===== src/rtl/fix_pkg.sv =====
// Shared constants and types for the FIX field sequencer.
package fix_pkg;
  localparam logic [7:0] SOH_C       = 8'h01;
  localparam logic [7:0] SEP_C       = 8'h3D;
  localparam int         CHK_TAG     = 10;
  localparam int         BODYLEN_TAG = 9;

  typedef enum logic [1:0] {TAG, VALUE, CHKVAL, SKIP} fix_state_e;

  typedef enum logic [1:0] {
    ERR_TAG_CHAR = 2'd0,
    ERR_TAG_OVF  = 2'd1,
    ERR_NO_SEP   = 2'd2,
    ERR_LEN_OVF  = 2'd3
  } fix_err_e;
endpackage


===== src/rtl/fix_byte_lane_buf.sv =====
// One-word ingress buffer that presents its four bytes one per cycle, lane 0 first.
module fix_byte_lane_buf (
  input  logic        clk,
  input  logic        rst,
  input  logic [31:0] data_i,
  input  logic        valid_i,
  output logic        ready_o,
  output logic [7:0]  byte_o,
  output logic        byte_vld_o,
  output logic        nxt_vld_o
);
  logic [31:0] wbuf_q, wbuf_d;
  logic        vld_q, vld_d;
  logic [1:0]  lane_q, lane_d;

  // Accepting on the last lane keeps the byte stream gapless under back-to-back words.
  assign ready_o = !vld_q || (lane_q == 2'd3);

  always_comb begin
    wbuf_d = wbuf_q;
    vld_d  = vld_q;
    lane_d = lane_q;
    if (ready_o) begin
      vld_d  = valid_i;
      lane_d = 2'd0;
      if (valid_i) wbuf_d = data_i;
    end else begin
      lane_d = lane_q + 2'd1;
    end
  end

  always_ff @(posedge clk or negedge rst) begin
    if (!rst) begin
      wbuf_q <= '0;
      vld_q  <= 1'b0;
      lane_q <= 2'd0;
    end else begin
      wbuf_q <= wbuf_d;
      vld_q  <= vld_d;
      lane_q <= lane_d;
    end
  end

  assign byte_o     = wbuf_q[{lane_q, 3'b000} +: 8];
  assign byte_vld_o = vld_q;
  assign nxt_vld_o  = vld_d;
endmodule


===== src/rtl/fix_field_seq.sv =====
// FIX tag/value framing tracker: emits one descriptor per field, checks the tag-10
// checksum against the running byte sum and flags framing errors.
module fix_field_seq
  import fix_pkg::*;
#(
  parameter int TAG_W          = 16,
  parameter int LEN_W          = 12,
  parameter int MAX_TAG_DIGITS = 5
) (
  input  logic             clk,
  input  logic             rst,
  input  logic [31:0]      data_i,
  input  logic             valid_i,
  output logic             ready_o,
  output logic             tag_status_o,
  output logic             body_status_o,
  output logic             fld_valid_o,
  output logic [TAG_W-1:0] fld_tag_o,
  output logic [LEN_W-1:0] fld_len_o,
  output logic             msg_done_o,
  output logic             chk_ok_o,
  output logic             err_o,
  output logic [1:0]       err_code_o
);
  localparam int DCW = $clog2(MAX_TAG_DIGITS + 1);
  localparam int TW4 = TAG_W + 4;

  logic [7:0] cur_b;
  logic       bvld, nvld;

  fix_byte_lane_buf u_buf (
    .clk       (clk),
    .rst       (rst),
    .data_i    (data_i),
    .valid_i   (valid_i),
    .ready_o   (ready_o),
    .byte_o    (cur_b),
    .byte_vld_o(bvld),
    .nxt_vld_o (nvld)
  );

  fix_state_e       state_q, state_d;
  logic [TAG_W-1:0] tag_q, tag_d, ftag_q, ftag_d;
  logic [DCW-1:0]   dcnt_q, dcnt_d;
  logic [LEN_W-1:0] len_q, len_d, flen_q, flen_d;
  logic [9:0]       cval_q, cval_d;
  logic [7:0]       sum_q, sum_d, snap_q, snap_d;
  logic             body_q, body_d, cok_q, cok_d, fvld_q, fvld_d;
  logic             done_q, done_d, err_q, err_d, tst_q, tst_d;
  fix_err_e         code_q, code_d;

  logic           is_dig, is_sep, is_soh, dig_full, tag_ovf, len_full, tag_is_chk;
  logic [3:0]     dig;
  logic [TW4-1:0] tag_nxt;

  assign is_dig     = (cur_b >= 8'h30) && (cur_b <= 8'h39);
  assign is_sep     = cur_b == SEP_C;
  assign is_soh     = cur_b == SOH_C;
  assign dig        = 4'(cur_b - 8'h30);
  assign tag_nxt    = TW4'(tag_q) * TW4'(10) + TW4'(dig);
  assign tag_ovf    = |tag_nxt[TW4-1:TAG_W];
  assign dig_full   = dcnt_q == DCW'(MAX_TAG_DIGITS);
  assign len_full   = &len_q;
  assign tag_is_chk = tag_q == TAG_W'(CHK_TAG);

  always_ff @(posedge clk or negedge rst) begin
    if (!rst) begin
      state_q <= TAG;
      tag_q   <= '0;  dcnt_q <= '0;  len_q  <= '0;  cval_q <= '0;
      sum_q   <= '0;  snap_q <= '0;  ftag_q <= '0;  flen_q <= '0;
      body_q  <= 1'b0; cok_q <= 1'b0; fvld_q <= 1'b0; done_q <= 1'b0;
      err_q   <= 1'b0; tst_q <= 1'b0; code_q <= ERR_TAG_CHAR;
    end else begin
      state_q <= state_d;
      tag_q   <= tag_d;   dcnt_q <= dcnt_d;  len_q  <= len_d;   cval_q <= cval_d;
      sum_q   <= sum_d;   snap_q <= snap_d;  ftag_q <= ftag_d;  flen_q <= flen_d;
      body_q  <= body_d;  cok_q  <= cok_d;   fvld_q <= fvld_d;  done_q <= done_d;
      err_q   <= err_d;   tst_q  <= tst_d;   code_q <= code_d;
    end
  end

  always_comb begin
    state_d = state_q;
    if (bvld) begin
      case (state_q)
        TAG: begin
          if (is_dig)                    state_d = (dig_full || tag_ovf) ? SKIP : TAG;
          else if (is_sep && dcnt_q != 0) state_d = tag_is_chk ? CHKVAL : VALUE;
          else if (is_sep || is_soh)     state_d = TAG;
          else                           state_d = SKIP;
        end
        VALUE, CHKVAL: begin
          if (is_soh)        state_d = TAG;
          else if (len_full) state_d = SKIP;
        end
        SKIP:    if (is_soh) state_d = TAG;
        default: state_d = TAG;
      endcase
    end
  end

  always_comb begin
    logic clr;
    clr    = 1'b0;
    tag_d  = tag_q;   dcnt_d = dcnt_q;  len_d  = len_q;   cval_d = cval_q;
    sum_d  = sum_q;   snap_d = snap_q;  ftag_d = ftag_q;  flen_d = flen_q;
    body_d = body_q;  cok_d  = cok_q;   code_d = code_q;
    fvld_d = 1'b0;    done_d = 1'b0;    err_d  = 1'b0;
    tst_d  = (state_d == TAG) && nvld;
    if (bvld) begin
      sum_d = sum_q + cur_b;
      case (state_q)
        TAG: begin
          if (dcnt_q == 0) snap_d = sum_q;
          if (is_dig) begin
            if (dig_full || tag_ovf) begin
              err_d = 1'b1; code_d = ERR_TAG_OVF;
            end else begin
              tag_d  = tag_nxt[TAG_W-1:0];
              dcnt_d = dcnt_q + DCW'(1);
            end
          end else if (is_sep && dcnt_q != 0) begin
            len_d  = '0;
            cval_d = '0;
            // The tag number is only known at '=', so the body flag drops here.
            if (tag_is_chk) body_d = 1'b0;
          end else if (is_sep || is_soh) begin
            err_d = 1'b1; code_d = ERR_NO_SEP; clr = 1'b1;
          end else begin
            err_d = 1'b1; code_d = ERR_TAG_CHAR;
          end
        end
        VALUE, CHKVAL: begin
          if (is_soh) begin
            fvld_d = 1'b1;
            ftag_d = tag_q;
            flen_d = len_q;
            clr    = 1'b1;
            if (state_q == CHKVAL) begin
              done_d = 1'b1;
              cok_d  = cval_q == {2'b00, snap_q};
              sum_d  = '0;
              body_d = 1'b0;
            end else if (tag_q == TAG_W'(BODYLEN_TAG)) begin
              body_d = 1'b1;
            end
          end else if (len_full) begin
            err_d = 1'b1; code_d = ERR_LEN_OVF;
          end else begin
            len_d = len_q + LEN_W'(1);
            if (state_q == CHKVAL) cval_d = cval_q * 10'd10 + {6'd0, dig};
          end
        end
        SKIP:    if (is_soh) clr = 1'b1;
        default: ;
      endcase
      if (clr) begin
        tag_d = '0; dcnt_d = '0; len_d = '0; cval_d = '0;
      end
    end
  end

  assign tag_status_o  = tst_q;
  assign body_status_o = body_q;
  assign fld_valid_o   = fvld_q;
  assign fld_tag_o     = ftag_q;
  assign fld_len_o     = flen_q;
  assign msg_done_o    = done_q;
  assign chk_ok_o      = cok_q;
  assign err_o         = err_q;
  assign err_code_o    = code_q;
endmodule


===== config.mk =====
export PLATFORM = sky130hd
export DESIGN_NAME = fix_field_seq
export DESIGN_NICKNAME = d
export VERILOG_FILES = /design/src/rtl/fix_pkg.sv /design/src/rtl/fix_byte_lane_buf.sv /design/src/rtl/fix_field_seq.sv
export SDC_FILE = /design/constraint.sdc
export NUM_CORES = 1
export LEC_CHECK = 0
export CAP_MARGIN = 20
export CORE_MARGIN = 2
export CORE_UTILIZATION = 50
export CTS_CLUSTER_SIZE = 24
export DETAILED_ROUTE_END_ITERATION = 6
export GPL_TIMING_DRIVEN = 1
export PLACE_DENSITY = 0.71
export SYNTH_ARGS = -nofsm -noshare
export SYNTH_HDL_FRONTEND = slang
export SYNTH_SLANG_ARGS = --single-unit

===== constraint.sdc =====
create_clock -name clk -period 4.1 [get_ports clk]
set_input_delay 1.23 -clock clk [delete_from_list [all_inputs] [get_ports clk]]
set_output_delay 1.23 -clock clk [all_outputs]
set_load 0.02 [all_outputs]

## Word-level counts from Yosys, hierarchy flattened

Index checks and enable logic that the tools add are counted.
Widths: inputs -> output; s select.

- Equal/unequal tests: 25
- Shifts and indexed selects: 1
- Multiply operators: 2
- $add $sub $neg: 7
- Reduce and logical (&&, ||, !) cells: 28
- Mux-type cells: 69
- $lt $le $gt $ge: 2

Operators with widths:

| cell | count |
|---|---|
| $mux 16 | 4 |
| $mux 10 | 6 |
| $mux 12 | 5 |
| $eq 16x4->1 const B | 2 |
| $mux 2 | 16 |
| $shiftx 32x6->8 | 1 |
| $mux 1 | 24 |
| $mux 8 | 3 |
| $ne 3x3->1 const B | 8 |
| $pmux 12 s2 | 1 |
| $add 20x4->20 | 1 |
| $pmux 10 s2 | 1 |
| $mul 16x3->19 const B | 1 |
| $reduce_and 7->1 | 2 |
| $add 12x1->12 const B | 1 |
| $mux 3 | 4 |
| $ne 2x2->1 const B | 6 |
| $reduce_and 12->1 | 1 |
| $reduce_and 6->1 | 2 |
| $add 10x4->10 | 1 |
| $eq 10x8->1 | 1 |
| $mul 10x3->9 const B | 1 |
| $add 8x8->8 | 1 |
| $eq 8x1->1 const B | 1 |
| 26 further kinds | 40 |

- Output and inout port bits: 37
- Input bits: 35
- Word-level logic and storage cells: 153
- Flip-flop bits (word level): 130

## Longest topological paths before layout

- Depth after elaboration: 11
- Mapped depth: 15
- Gate-level depth less buffers: 13

## Hierarchy

From an unflattened synthesis, not the netlist that was laid out.

- Cell total of the unflattened synthesis: 698
- Area total of the unflattened synthesis: 7,813.7 sq um

Modules (own cells, without submodules):

| module | area each (sq um) | sequential area each (sq um) | instances | cells an instance |
|---|---|---|---|---|
| fix_field_seq | 6,157.2 | 2,377.3 | 1 | 611 |
| fix_byte_lane_buf | 1,656.6 | 875.8 | 1 | 87 |

## Worst setup path before layout

No wires, ideal clock.

- Path type: reg-to-reg
- From: reg tag_q[1]
- To: reg tag_q[6]
- Period minus slack after synthesis: 3.667 ns
- Library setup time: 0.120 ns
- Arrival: 3.547 ns
- Stages on the path, launching flop included: 13
- Buffers on the path: 0
- Path slack: 0.433 ns
- Required time: 3.980 ns
- Path through: dfrtp_1 ha_1 ha_1 fa_1 a21o_1 a221oi_2 xnor2_1 nand4_1 nor3b_1 and3_4 mux2i_2 nor3b_1 a31o_2

- Word-level cells in the longest chain between the ends: 6
- Elaborated cells between the ends (all ways): 10
- Classes of those cells: add/sub: 1; mul: 1; eq/ne: 1; mux: 4; reduce/logical: 3

Ends and longest elaborated chain:

| element | line | text |
|---|---|---|
| from (decl) | fix_field_seq.sv:43 | `logic [TAG_W-1:0] tag_q, tag_d, ftag_q, ftag_d;` |
| from (signal assigned) | fix_field_seq.sv:75 | `tag_q <= tag_d; dcnt_q <= dcnt_d; len_q <= len_d; cval_q <= cval_d;` |
| $mul 16x3->19 * | fix_field_seq.sv:60 | `assign tag_nxt = TW4'(tag_q) * TW4'(10) + TW4'(dig);` |
| $add 20x4->20 * | fix_field_seq.sv:60 |  |
| $reduce_or 4->1 or $mux 16 (tied branches) | fix_field_seq.sv:61, fix_field_seq.sv:116 |  |
| $logic_or 1x1->1 or $mux 16 (tied branches) | fix_field_seq.sv:116, fix_field_seq.sv:115 |  |
| $ne 2x1->1 (no line) or $mux 16 (tied branches) | - |  |
| $reduce_and 4->1 (no line) or $mux 16 (tied branches) | - |  |

Mark *: on every way between the ends. The rest lies on a longest branch, timed or not. The select of a mux whose other input is x is not followed.
A chain may end at the register's enable or synchronous reset.

## Worst setup path after layout

- From: reg tag_q[1]
- To: reg tag_q[12]

Same word-level chain as after synthesis.

==> impl_metrics.toml <==
[cts]
buffer_depth_of_the_longest_clock_path = 2
clock_sink_count = 130
clkSlewWorstSetupHoldPaths_ns = 0.06
clock_tree_from_tritoncts = "built"
clockRootBuffer = "sky130_fd_sc_hd__clkbuf_16"
numCtsBuffers = 17
h-tree-depth = 4
insertion_delay_ns = 0.42

[critical_path]
crit_path_start = "tag_q[1]$_DFFE_PN0P_"
worstReg2RegStart = "tag_q[1]$_DFFE_PN0P_"
worst-endpoint-arrival_ns = 4.18
ff2ff_setup_slack_ns = 0.25
critPathMaxFanout = 16
critPathCaptureType = "register"
critical_path_required_ns = 4.43
setup.worst_path.start_class = "register"
worst_r2r_path_depth = 13
reg2reg_to = "tag_q[12]$_DFFE_PN0P_"
crit_type = "register to register"

[logic_synthesis]
synthDominantAreaCellType = "sky130_fd_sc_hd__dfrtp_1"
synthXorXnorAreaFrac_pct = 5.28
synthesis.yosys.warnings = 0
gate_count_of_the_mapped_netlist = 771
synth_enable_flop_cells = 0
avgSynthCellArea_um2 = 10.1
fraction_of_the_mapped_netlist_area_in_simple_logic_gates_pct = 16.0
synth-compound-area-share_pct = 14.4
main_combinational_cell_family_by_area_after_synthesis = "simple AND/OR/NAND/NOR gates"
syn-num-nets = 873
ffs_latches_synth = 130
ys.flop_type = "sky130_fd_sc_hd__dfrtp_1"
synth_area_um2 = 7780
synth_adder_area_share_pct = 11.3
synth.distinct_cells = 74
yosysTopAreaCellShare_pct = 41.8
muxShareOfSynthArea_pct = 7.80
synth_sequential_area_ratio_pct = 41.8
ys_async_sr_fraction_pct = 100
post_synth_main_area_contributors = "sky130_fd_sc_hd__dfrtp_1, sky130_fd_sc_hd__ha_1, sky130_fd_sc_hd__nand2_1, sky130_fd_sc_hd__mux2_2, sky130_fd_sc_hd__xnor2_1"

[global_route]
grt_max_degree = 69
antenna_found_initial = 0
grt_util_all_layers_pct = 22.7
grt_first_pass_wirelength_um = 29500
grt-ovfl-total = 0
first_global_vias = 5943

[floorplan]
core_area_um2 = 15200
core.rowCount = 45
die_w_um = 129
die-height_um = 129
initial_standard_cell_utilization_of_the_core_pct = 51.2
die_area_um2 = 16600
floorplan.io_pins = 72

[pwr]
finalPower_uw = 6970
max_ir_drop_vdd_mv = 0.444
p_leak_uw = 0.00436
power_density_nw_per_um2 = 747

[place]
detailedPlace.worstSlack_ns = 0.105
dpl-instance-area_um2 = 8680
io_buffer_count = 71
routability_congestion_estimate = 0.868
hpwl_um = 12600

[status]
status = "completed"

[timing]
setup_slack_ns = 0.254
worst_slew_margin_rel_pct = 46.7
drv_slew = 0
max_clock_freq_mhz = 260
rsz_0062_raised_after_global_routing = "no"
period_minus_slack_ns = 3.85
finalHoldViolCount = 0
aggregate_negative_setup_slack_ns = 0
final_setup_violation_count = 0
tightest_slew_ns = 0.800
final.hold.worst_slack_ns = 0.469
final_min_period_over_clock_period_pct = 93.8
final.setup_skew_ns = 0.0106

[finish]
syn_to_final_growth_pct = 20.0
insertedDiodeCount = 0
post_route_cells_drive_above_1_share_pct = 13.8
finish.net_count = 953
stdcell_area_um2 = 9330

[detailed_routing]
drc = 0
wire_length_per_cell_after_detailed_routing_um = 16.9
drt-total-wl_um = 17700
ant_nets = 0
dr.pass1.iters = 5
detail_route.iter0.violations = 304
detail_route.vias_per_cell = 5.74
via_count = 6036

[worst_hold_path]
min_from = "fld_len_o[7]$_DFFE_PN0P_"
whs_path_depth = 2
min-delay-path-class = "register to register"
timing.hold.worst_endpoint = "fld_len_o[7]$_DFFE_PN0P_"

[job]
timing.max_cap.violations = 0
metrics by stage:
stage | util (%) | std cells
2_1_floorplan | - | 771
3_3_place_gp | 57.1 | 1016
3_5_place_dp | 57.1 | 1016
4_1_cts | 61.1 | 1048
5_1_grt | 61.4 | 1052
6_report | 61.4 | 1052
power by group:
part / total, uW / switching (uW) / internal (uW)
combinational: 3390 / 1880 / 1510
clock: 1550 / 588 / 964
sequential: 2030 / 334 / 1690
total: 6970 / 2800 / 4170
final cells by class:
cell class,instances,area [um2]
Fill cell,1275,5870
Multi-Input combinational cell,582,4270
Sequential cell,130,3250
Timing Repair Buffer,87,841
Clock buffer,18,429
Tap cell,188,235
Clock inverter,14,178
Inverter,33,126
placed cells by master (no fill, tap or decap), types with 4 or more instances in the layout:
cell type	netlist	routed
sky130_fd_sc_hd__o21bai_1	4	4
sky130_fd_sc_hd__a31oi_1	7	7
sky130_fd_sc_hd__nor3b_1	7	6
sky130_fd_sc_hd__nor2_1	34	34
sky130_fd_sc_hd__inv_1	31	31
sky130_fd_sc_hd__nand3_1	25	25
sky130_fd_sc_hd__a211oi_1	4	4
sky130_fd_sc_hd__xnor2_1	28	28
sky130_fd_sc_hd__nor3_1	8	8
sky130_fd_sc_hd__o21ai_1	24	24
sky130_fd_sc_hd__clkbuf_16	0	17
sky130_fd_sc_hd__nand2_1	132	132
sky130_fd_sc_hd__clkdlybuf4s50_1	0	70
sky130_fd_sc_hd__a21o_1	11	11
sky130_fd_sc_hd__o22ai_1	10	10
sky130_fd_sc_hd__o31ai_2	5	5
sky130_fd_sc_hd__ha_1	62	62
sky130_fd_sc_hd__and3_1	8	8
sky130_fd_sc_hd__nor2b_1	5	5
sky130_fd_sc_hd__nand4_1	8	8
sky130_fd_sc_hd__nand2b_1	8	8
sky130_fd_sc_hd__dfrtp_1	130	130
sky130_fd_sc_hd__buf_4	0	16
sky130_fd_sc_hd__mux2_2	34	34
sky130_fd_sc_hd__fa_1	5	5
sky130_fd_sc_hd__xor2_1	17	17
sky130_fd_sc_hd__o21ai_0	36	36
sky130_fd_sc_hd__nor4_1	7	6
sky130_fd_sc_hd__mux4_2	8	8
sky130_fd_sc_hd__a21oi_1	21	21
sky130_fd_sc_hd__clkinv_4	0	4
sky130_fd_sc_hd__inv_6	0	4
layer usage:
layer	up-vias	wire [um]	global-route usage, %
met5	-	0	0
met4	0	267	8.25
li1	2930	-	-
met3	24	724	4.37
met1	2938	8440	31.5
met2	144	8310	35.8
sequential cells by signal (all words and copies together), names as in the netlist, 2 cells and up:
name / count
dcnt_q: 3
cval_q: 10
u_buf.lane_q: 2
u_buf.wbuf_q: 32
tag_q: 16
fld_len_o: 12
len_q: 12
fld_tag_o: 16
snap_q: 8
err_code_o: 2
sum_q: 8
state_q: 2
worst max-delay path by stage:
| stage | end | cells after the start | slack (ns) |
|---|---|---|---|
| 4_1_cts | tag_q[12]$_DFFE_PN0P_ | 13 | 0.06 |
| 3_5_place_dp | tag_q[14]$_DFFE_PN0P_ | 13 | 0.10 |
| 2_1_floorplan | tag_q[6]$_DFFE_PN0P_ | 12 | 0.43 |
| 3_3_place_gp | tag_q[13]$_DFFE_PN0P_ | 13 | 0.23 |
| 6_report | tag_q[12]$_DFFE_PN0P_ | 13 | 0.25 |
| 5_1_grt | tag_q[8]$_DFFE_PN0P_ | 13 | 0.03 |
worst max-delay path, stage by stage, from the launching register on:
cell                       delay (ns)
sky130_fd_sc_hd__dfrtp_1         0.42
sky130_fd_sc_hd__ha_1            0.32
sky130_fd_sc_hd__ha_1            0.25
sky130_fd_sc_hd__fa_1            0.43
sky130_fd_sc_hd__a21o_1          0.24
sky130_fd_sc_hd__a221oi_2        0.35
sky130_fd_sc_hd__xnor2_1         0.20
sky130_fd_sc_hd__nand4_1         0.19
sky130_fd_sc_hd__nor3b_2         0.25
sky130_fd_sc_hd__and3_4          0.25
sky130_fd_sc_hd__mux2i_4         0.38
sky130_fd_sc_hd__buf_4           0.28
sky130_fd_sc_hd__nand3_1         0.12
sky130_fd_sc_hd__o31ai_2         0.08
cells by family after synthesis:
logic type      count (synthesis)
simple gates                  261
compound gates                162
buf+inv                        59
xor+xnor                       46
fa+ha+maj                      67
mux                            46
flops                         130
timing repair:
action                                  in CTS  in global routing
hold buffers                                 0                  0
endpoints found under the hold margin        0                  0
endpoints found under the setup margin       0                 16
gates resized for setup                      0                  2
setup buffers                                0                  4
cell usage after synthesis, types with 10 or more instances:
master,count
sky130_fd_sc_hd__o21ai_1,24
sky130_fd_sc_hd__nand3_1,25
sky130_fd_sc_hd__mux2_2,34
sky130_fd_sc_hd__xnor2_1,28
sky130_fd_sc_hd__nor2_1,34
sky130_fd_sc_hd__inv_1,31
sky130_fd_sc_hd__nand2_1,132
sky130_fd_sc_hd__xor2_1,17
sky130_fd_sc_hd__o21ai_0,36
sky130_fd_sc_hd__o22ai_1,10
sky130_fd_sc_hd__ha_1,62
sky130_fd_sc_hd__clkbuf_1,11
sky130_fd_sc_hd__a21oi_1,21
sky130_fd_sc_hd__a21o_1,11
sky130_fd_sc_hd__dfrtp_1,130
Power figures use the tool's default switching activity.
==> RTL edit 1, RTL diff (config.mk and constraints unchanged) <==
Remove the register `err_q`: a continuous assignment takes its place, so the output `err_o` follows one clock earlier.
--- a/src/rtl/fix_field_seq.sv
+++ b/src/rtl/fix_field_seq.sv
@@ -69,15 +69,17 @@
       tag_q   <= '0;  dcnt_q <= '0;  len_q  <= '0;  cval_q <= '0;
       sum_q   <= '0;  snap_q <= '0;  ftag_q <= '0;  flen_q <= '0;
       body_q  <= 1'b0; cok_q <= 1'b0; fvld_q <= 1'b0; done_q <= 1'b0;
-      err_q   <= 1'b0; tst_q <= 1'b0; code_q <= ERR_TAG_CHAR;
+      tst_q <= 1'b0; code_q <= ERR_TAG_CHAR;
     end else begin
       state_q <= state_d;
       tag_q   <= tag_d;   dcnt_q <= dcnt_d;  len_q  <= len_d;   cval_q <= cval_d;
       sum_q   <= sum_d;   snap_q <= snap_d;  ftag_q <= ftag_d;  flen_q <= flen_d;
       body_q  <= body_d;  cok_q  <= cok_d;   fvld_q <= fvld_d;  done_q <= done_d;
-      err_q   <= err_d;   tst_q  <= tst_d;   code_q <= code_d;
+      tst_q  <= tst_d;   code_q <= code_d;
     end
   end
+
+  assign err_q = err_d;
 
   always_comb begin
     state_d = state_q;
Behaviour: not the same (Yosys sat finds a counterexample within 4 cycles, from zero or initial values and one cycle with rst low).
==> RTL edit 1 against the unedited design <==
The run now ends with setup timing left; global-route usage rose by 2.3 points; total power rose by 6.2%; non-clock buffer count rose by 113; cell count rose by 11%; setup slack got worse by 1.2 ns; area after synthesis fell by 0.32%; clock power fell by 8%; hold slack improved by 0.0029 ns; via count rose by 10%; critical path depth rose by 2; combinational power rose by 17%; cell area rose by 11%; sequential cell count fell by 1; wire length rose by 13%; critical path type is now reg2out; critical endpoint is now err_o; highest routed layer unchanged.
==> RTL edit 1: results (changes against the unedited design) <==
| Metric | Value |
|---|---|
| Status | complete, but fails checks |
| Violated checks | setup timing |
| Pint | 4.40 mW (+5.5%) |
| CTS Buf Count | 17 (unchanged) |
| Sw Pwr | 3.00 mW (+7.3%) |
| Post-synthesis async set-or-reset flop share | 100% (unchanged) |
| Detailed Routing Iterations Pass 1 | 5 (unchanged) |
| 1st-iter DRT viols | 413 (+36%) |
| Post-Place Cells | 1101 (+8.4%) |
| Dpl hpwl | 13800 um (+9.9%) |
| R2r startpoint | tag_q[3] |
| Comb pwr share | 53.5% (+4.9 points) |
| Slowest cell on crit path | dfrtp_1 |
| Layout fillers | 1117 (-12%) |
| Worst IR Drop VDD | 403 uV (-9.1%) |
| Fin Setup TNS | -1.58 ns (-1.58 ns) |
| DRT Wirelength | 20000 um (+13%) |
| Adder and majority gate portion of the synthesized area | 11.3% (+0.036 points) |
| Commonest cells in the netlist | nand2_1, dfrtp_1, ha_1 |
| Vias in the first global route | 6765 (+14%) |
| Post-DP Area | 9370 sq um (+7.8%) |
| Hold path start | fld_tag_o[7] |
| Min Hold Slack | 0.472 ns (+0.00287 ns) |
| Crit path kind | reg2out |
| Worst skew pair latency | 0.42 ns (about the same) |
| Headroom to the max-slew limit | 59.8% (+13 points) |
| CP arrival | 3.80 ns (-0.38 ns) |
| Critical Path Fanout Max | 4 (-12) |
| CP peak stage delay | 0.42 ns |
| Port Buf Inserts | 71 (unchanged) |
| Synth Area in Compound Gates | 14.4% (+0.046 points) |
| Endpoints failing setup | 2 (+2) |
| Via-to-Cell Ratio | 5.71 (-0.41%) |
| Largest register FFs | 32 (unchanged) |
| CTS clk-pin slew, worst paths | 0.06 ns (about the same) |
| PnR worst setup slack | -0.935 ns (-1.19 ns) |
| Clock network power share | 19.3% (-3.0 points) |
| Root Buffer | clkbuf_16 |
| Mux contribution to synthesized area | 7.83% (+0.025 points) |
| Post-synthesis sequential area ratio | 41.6% (-0.19 points) |
| Gr usage total | 25.0% (+2.3 points) |
| Leakage | 4.94 nW (+13%) |
| Placer congestion estimate | 0.910 (+4.9%) |
| H-tree depth | 4 (unchanged) |
| Clk_skew | 0.00897 ns (-0.00160 ns) |
| Synthesized instance count | 770 (-0.13%) |
| Post-synthesis xor/xnor area fraction | 5.29% (+0.017 points) |
| Pre-CTS worst setup slack | -0.988 ns (-1.09 ns) |
| Post-synthesis net count | 872 (-0.11%) |
| Largest net degree at the start of global routing | 86 (+25%) |
| Top cells by area, synth | dfrtp_1, ha_1, nand2_1 |
| Diode count | 0 (unchanged) |
| Layout cells sized above 1 | 26.2% (+12 points) |
| Final Non-Filler Cells | 1164 (+11%) |
| First-pass GRT wire length | 32700 um (+11%) |
| Initial antenna violation count | 0 (unchanged) |
[RTL edit 1: cell types whose count changed after synthesis]
| cell | unedited run | this run |
|---|---|---|
| dfrtp_1 | 130 | 129 |
[RTL edit 1: area by class of cell]
class | instances | area (sq um) | area share [%]
Tap cell | 188 | 235 | 2.27
Inverter | 33 | 126 | 1.22
Timing Repair Buffer | 200 | 1730 | 16.7
Clock buffer | 20 | 467 | 4.51
Sequential cell | 129 | 3230 | 31.2
Multi-Input combinational cell | 582 | 4460 | 43.1
Clock inverter | 12 | 97.6 | 0.943
[RTL edit 1: what timing repair did]
action | CTS | global route
gates cloned | 0 | 0
endpoints found under the setup margin | 1 | 9
pin swaps | 11 | 13
gates resized for setup | 21 | 18
endpoints found under the hold margin | 0 | 0
setup buffers | 23 | 9
[RTL edit 1: metal layers]
| layer | GRT usage, % | vias to the layer above | part of all wire [%] |
|---|---|---|---|
| li1 | - | 3131 | - |
| met4 | 8.63 | 0 | 2.1 |
| met2 | 42.5 | 218 | 49 |
| met5 | 0 | - | 0 |
| met3 | 5.20 | 41 | 5.2 |
| met1 | 31.9 | 3261 | 43 |
[RTL edit 1: worst paths after layout]
path	endpoint	slack, ns	cells after the start
min in group asynchronous	fld_tag_o[9]	0.82	1
max in group asynchronous	u_buf.lane_q[0]	2.42	2
setup / recovery	err_o	-0.93	15
setup reg to reg	tag_q[12]	-0.65	27
hold reg to reg	fld_tag_o[7]	0.47	2
hold / removal	fld_tag_o[7]	0.47	2
[RTL edit 1: worst max-delay path, delay by kind of cell (launching register included)]
kind            cells  cell delay [ns]
compound gates      3             0.49
mux                 1             0.06
simple gates        5             1.12
buf+inv             3             0.48
flops               1             0.42
fa+ha+maj           3             0.81
==> RTL edit 2, RTL diff (same settings) <==
Made on the original files. Change the package constant `BODYLEN_TAG` from 9 to 4.
--- a/src/rtl/fix_pkg.sv
+++ b/src/rtl/fix_pkg.sv
@@ -3,7 +3,7 @@
   localparam logic [7:0] SOH_C       = 8'h01;
   localparam logic [7:0] SEP_C       = 8'h3D;
   localparam int         CHK_TAG     = 10;
-  localparam int         BODYLEN_TAG = 9;
+  localparam int         BODYLEN_TAG = 4;
 
   typedef enum logic [1:0] {TAG, VALUE, CHKVAL, SKIP} fix_state_e;
 
Check against the original RTL: no difference found for any inputs over 4 cycles, from zero or initial values and one cycle with rst low; that may be too few to reach the edited logic, so the function may still have changed.
==> RTL edit 2 against the unedited design <==
Die area grew 0.47%; area after synthesis grew 0.48%; sequential cell count is the same; setup slack gained 0.035 ns; cell area is essentially flat; total power grew 0.16%; wire length shrank 2.4%; critical endpoint is now tag_q[3]; largest cell class unchanged.
==> RTL edit 2: results (changes against the unedited design) <==
| Metric | Value |
|---|---|
| Layout Cell Area excl Fill | 9330 sq um (about the same) |
| First-pass GRT wire length | 29300 um (-0.77%) |
| Post-DP Area | 8770 sq um (+0.95%) |
| Slowest cell on crit path | dfrtp_1 |
| Via count | 5945 (-1.5%) |
| Layout cells sized above 1 | 12.6% (-1.1 points) |
| Status | finished, final reports clean |
| Worst IR Drop VDD | 478 uV (+7.7%) |
| Vias in the first global route | 6050 (+1.8%) |
| Clk_skew | 0.00547 ns (-0.00510 ns) |
| Synth cell types | 72 (-2.7%) |
| DR WL met2 | 8290 um (-0.29%) |
| Largest net degree at the start of global routing | 131 (+90%) |
| Critical Path Fanout Max | 8 (-8) |
| Met3 wire len | 754 um (+4.1%) |
| Post-synthesis sequential area ratio | 41.6% (-0.20 points) |
| Layout net count | 945 (-0.84%) |
| Dpl hpwl | 12700 um (+1.1%) |
| Hold path start | fld_len_o[2] |
| DRT Wirelength | 17300 um (-2.4%) |
| Wl on met1 | 8020 um (-4.9%) |
| Top cells by area, synth | dfrtp_1, ha_1, nand2_1 |
| 1st-iter DRT viols | 337 (+11%) |
| Worst slew pin tran | 0.704 ns (-0.0957 ns) |
| CP delay by family, top | compound AO/OA/AOI/OAI gates |
| Commonest cells in the netlist | nand2_1, dfrtp_1, ha_1 |
-- RTL edit 2: cell count changes after synthesis, moves of 5 or more --
cell / change
nand3_1: -11
a22o_1: +5
o21ai_1: -20
nor2_1: -14
nand2_1: +16
o2bb2ai_1: +9
mux2i_1: +17
or2_2: +5
-- RTL edit 2: cell type report --
type / count / area (sq um) / area share, %
clock inverter: 13 / 113 / 1.21
tap: 211 / 264 / 2.83
inverter: 31 / 116 / 1.25
timing repair buffer: 85 / 826 / 8.86
sequential: 130 / 3250 / 34.9
multi-input combinational: 578 / 4310 / 46.3
clock buffer: 18 / 439 / 4.71
-- RTL edit 2: logic make-up (layout without fill, tap and decap cells) --
logic type,count (synthesis),after routing,synth area share (%)
AOI/OAI and AO/OA,143,143,12.8
xor gates and xnor gates,47,47,5.27
adders and majority gates,67,67,11.2
buffers and inverters,58,147,3.30
DFF,130,130,41.6
muxes,61,61,9.72
and+or+nand+nor,260,260,16.1
-- RTL edit 2: power breakdown --
| part | internal [mW] | switching [mW] |
|---|---|---|
| Clock | 0.843 | 0.573 |
| Sequential | 1.70 | 0.359 |
| Combinational | 1.60 | 1.90 |
-- RTL edit 2: routing by layer --
metal  vias to the layer above  global-route usage [%]
met3                        24                    4.79
met4                         0                    8.25
met2                       148                    36.1
li1                       2884                       -
met5                         -                       0
met1                      2889                    29.7
-- RTL edit 2: final timing paths --
check / end / slack (ns) / depth (start not counted)
min in group asynchronous: fld_valid_o / 0.89 / 2
max reg2reg: tag_q[3] / 0.29 / 12
max in group asynchronous: dcnt_q[2] / 2.65 / 2
min: fld_len_o[2] / 0.47 / 2
min reg2reg: fld_len_o[2] / 0.47 / 2
max: tag_q[3] / 0.29 / 12
-- RTL edit 2: tightest hold or removal path, delay by kind of cell, from the launching register on --
kind	cells	cell delay, ns
DFF	1	0.33
and+or+nand+nor	2	0.10
-- RTL edit 2: what timing repair did --
item / in CTS / in global routing
endpoints found under the hold margin: 0 / 0
setup endpoints to repair: 0 / 3
resized for setup: 0 / 1
setup buffers: 0 / 0
-- RTL edit 2: per-stage QoR --
stage / setup slack [ns] / hold slack, ns / utilization [%] / power [mW] / std cells
final: 0.289 / 0.472 / 61.1 / 6.98 / 1066
after detailed placement: 0.357 / 0.464 / 57.5 / 5.55 / 1035
after global placement: 0.428 / 0.458 / 57.5 / 5.40 / 1035
after floorplan: 0.406 / 0.452 / - / 4.68 / 766
after CTS: 0.309 / 0.477 / 61.1 / 7.01 / 1066
after global routing: 0.0390 / 0.496 / 61.1 / 7.52 / 1066
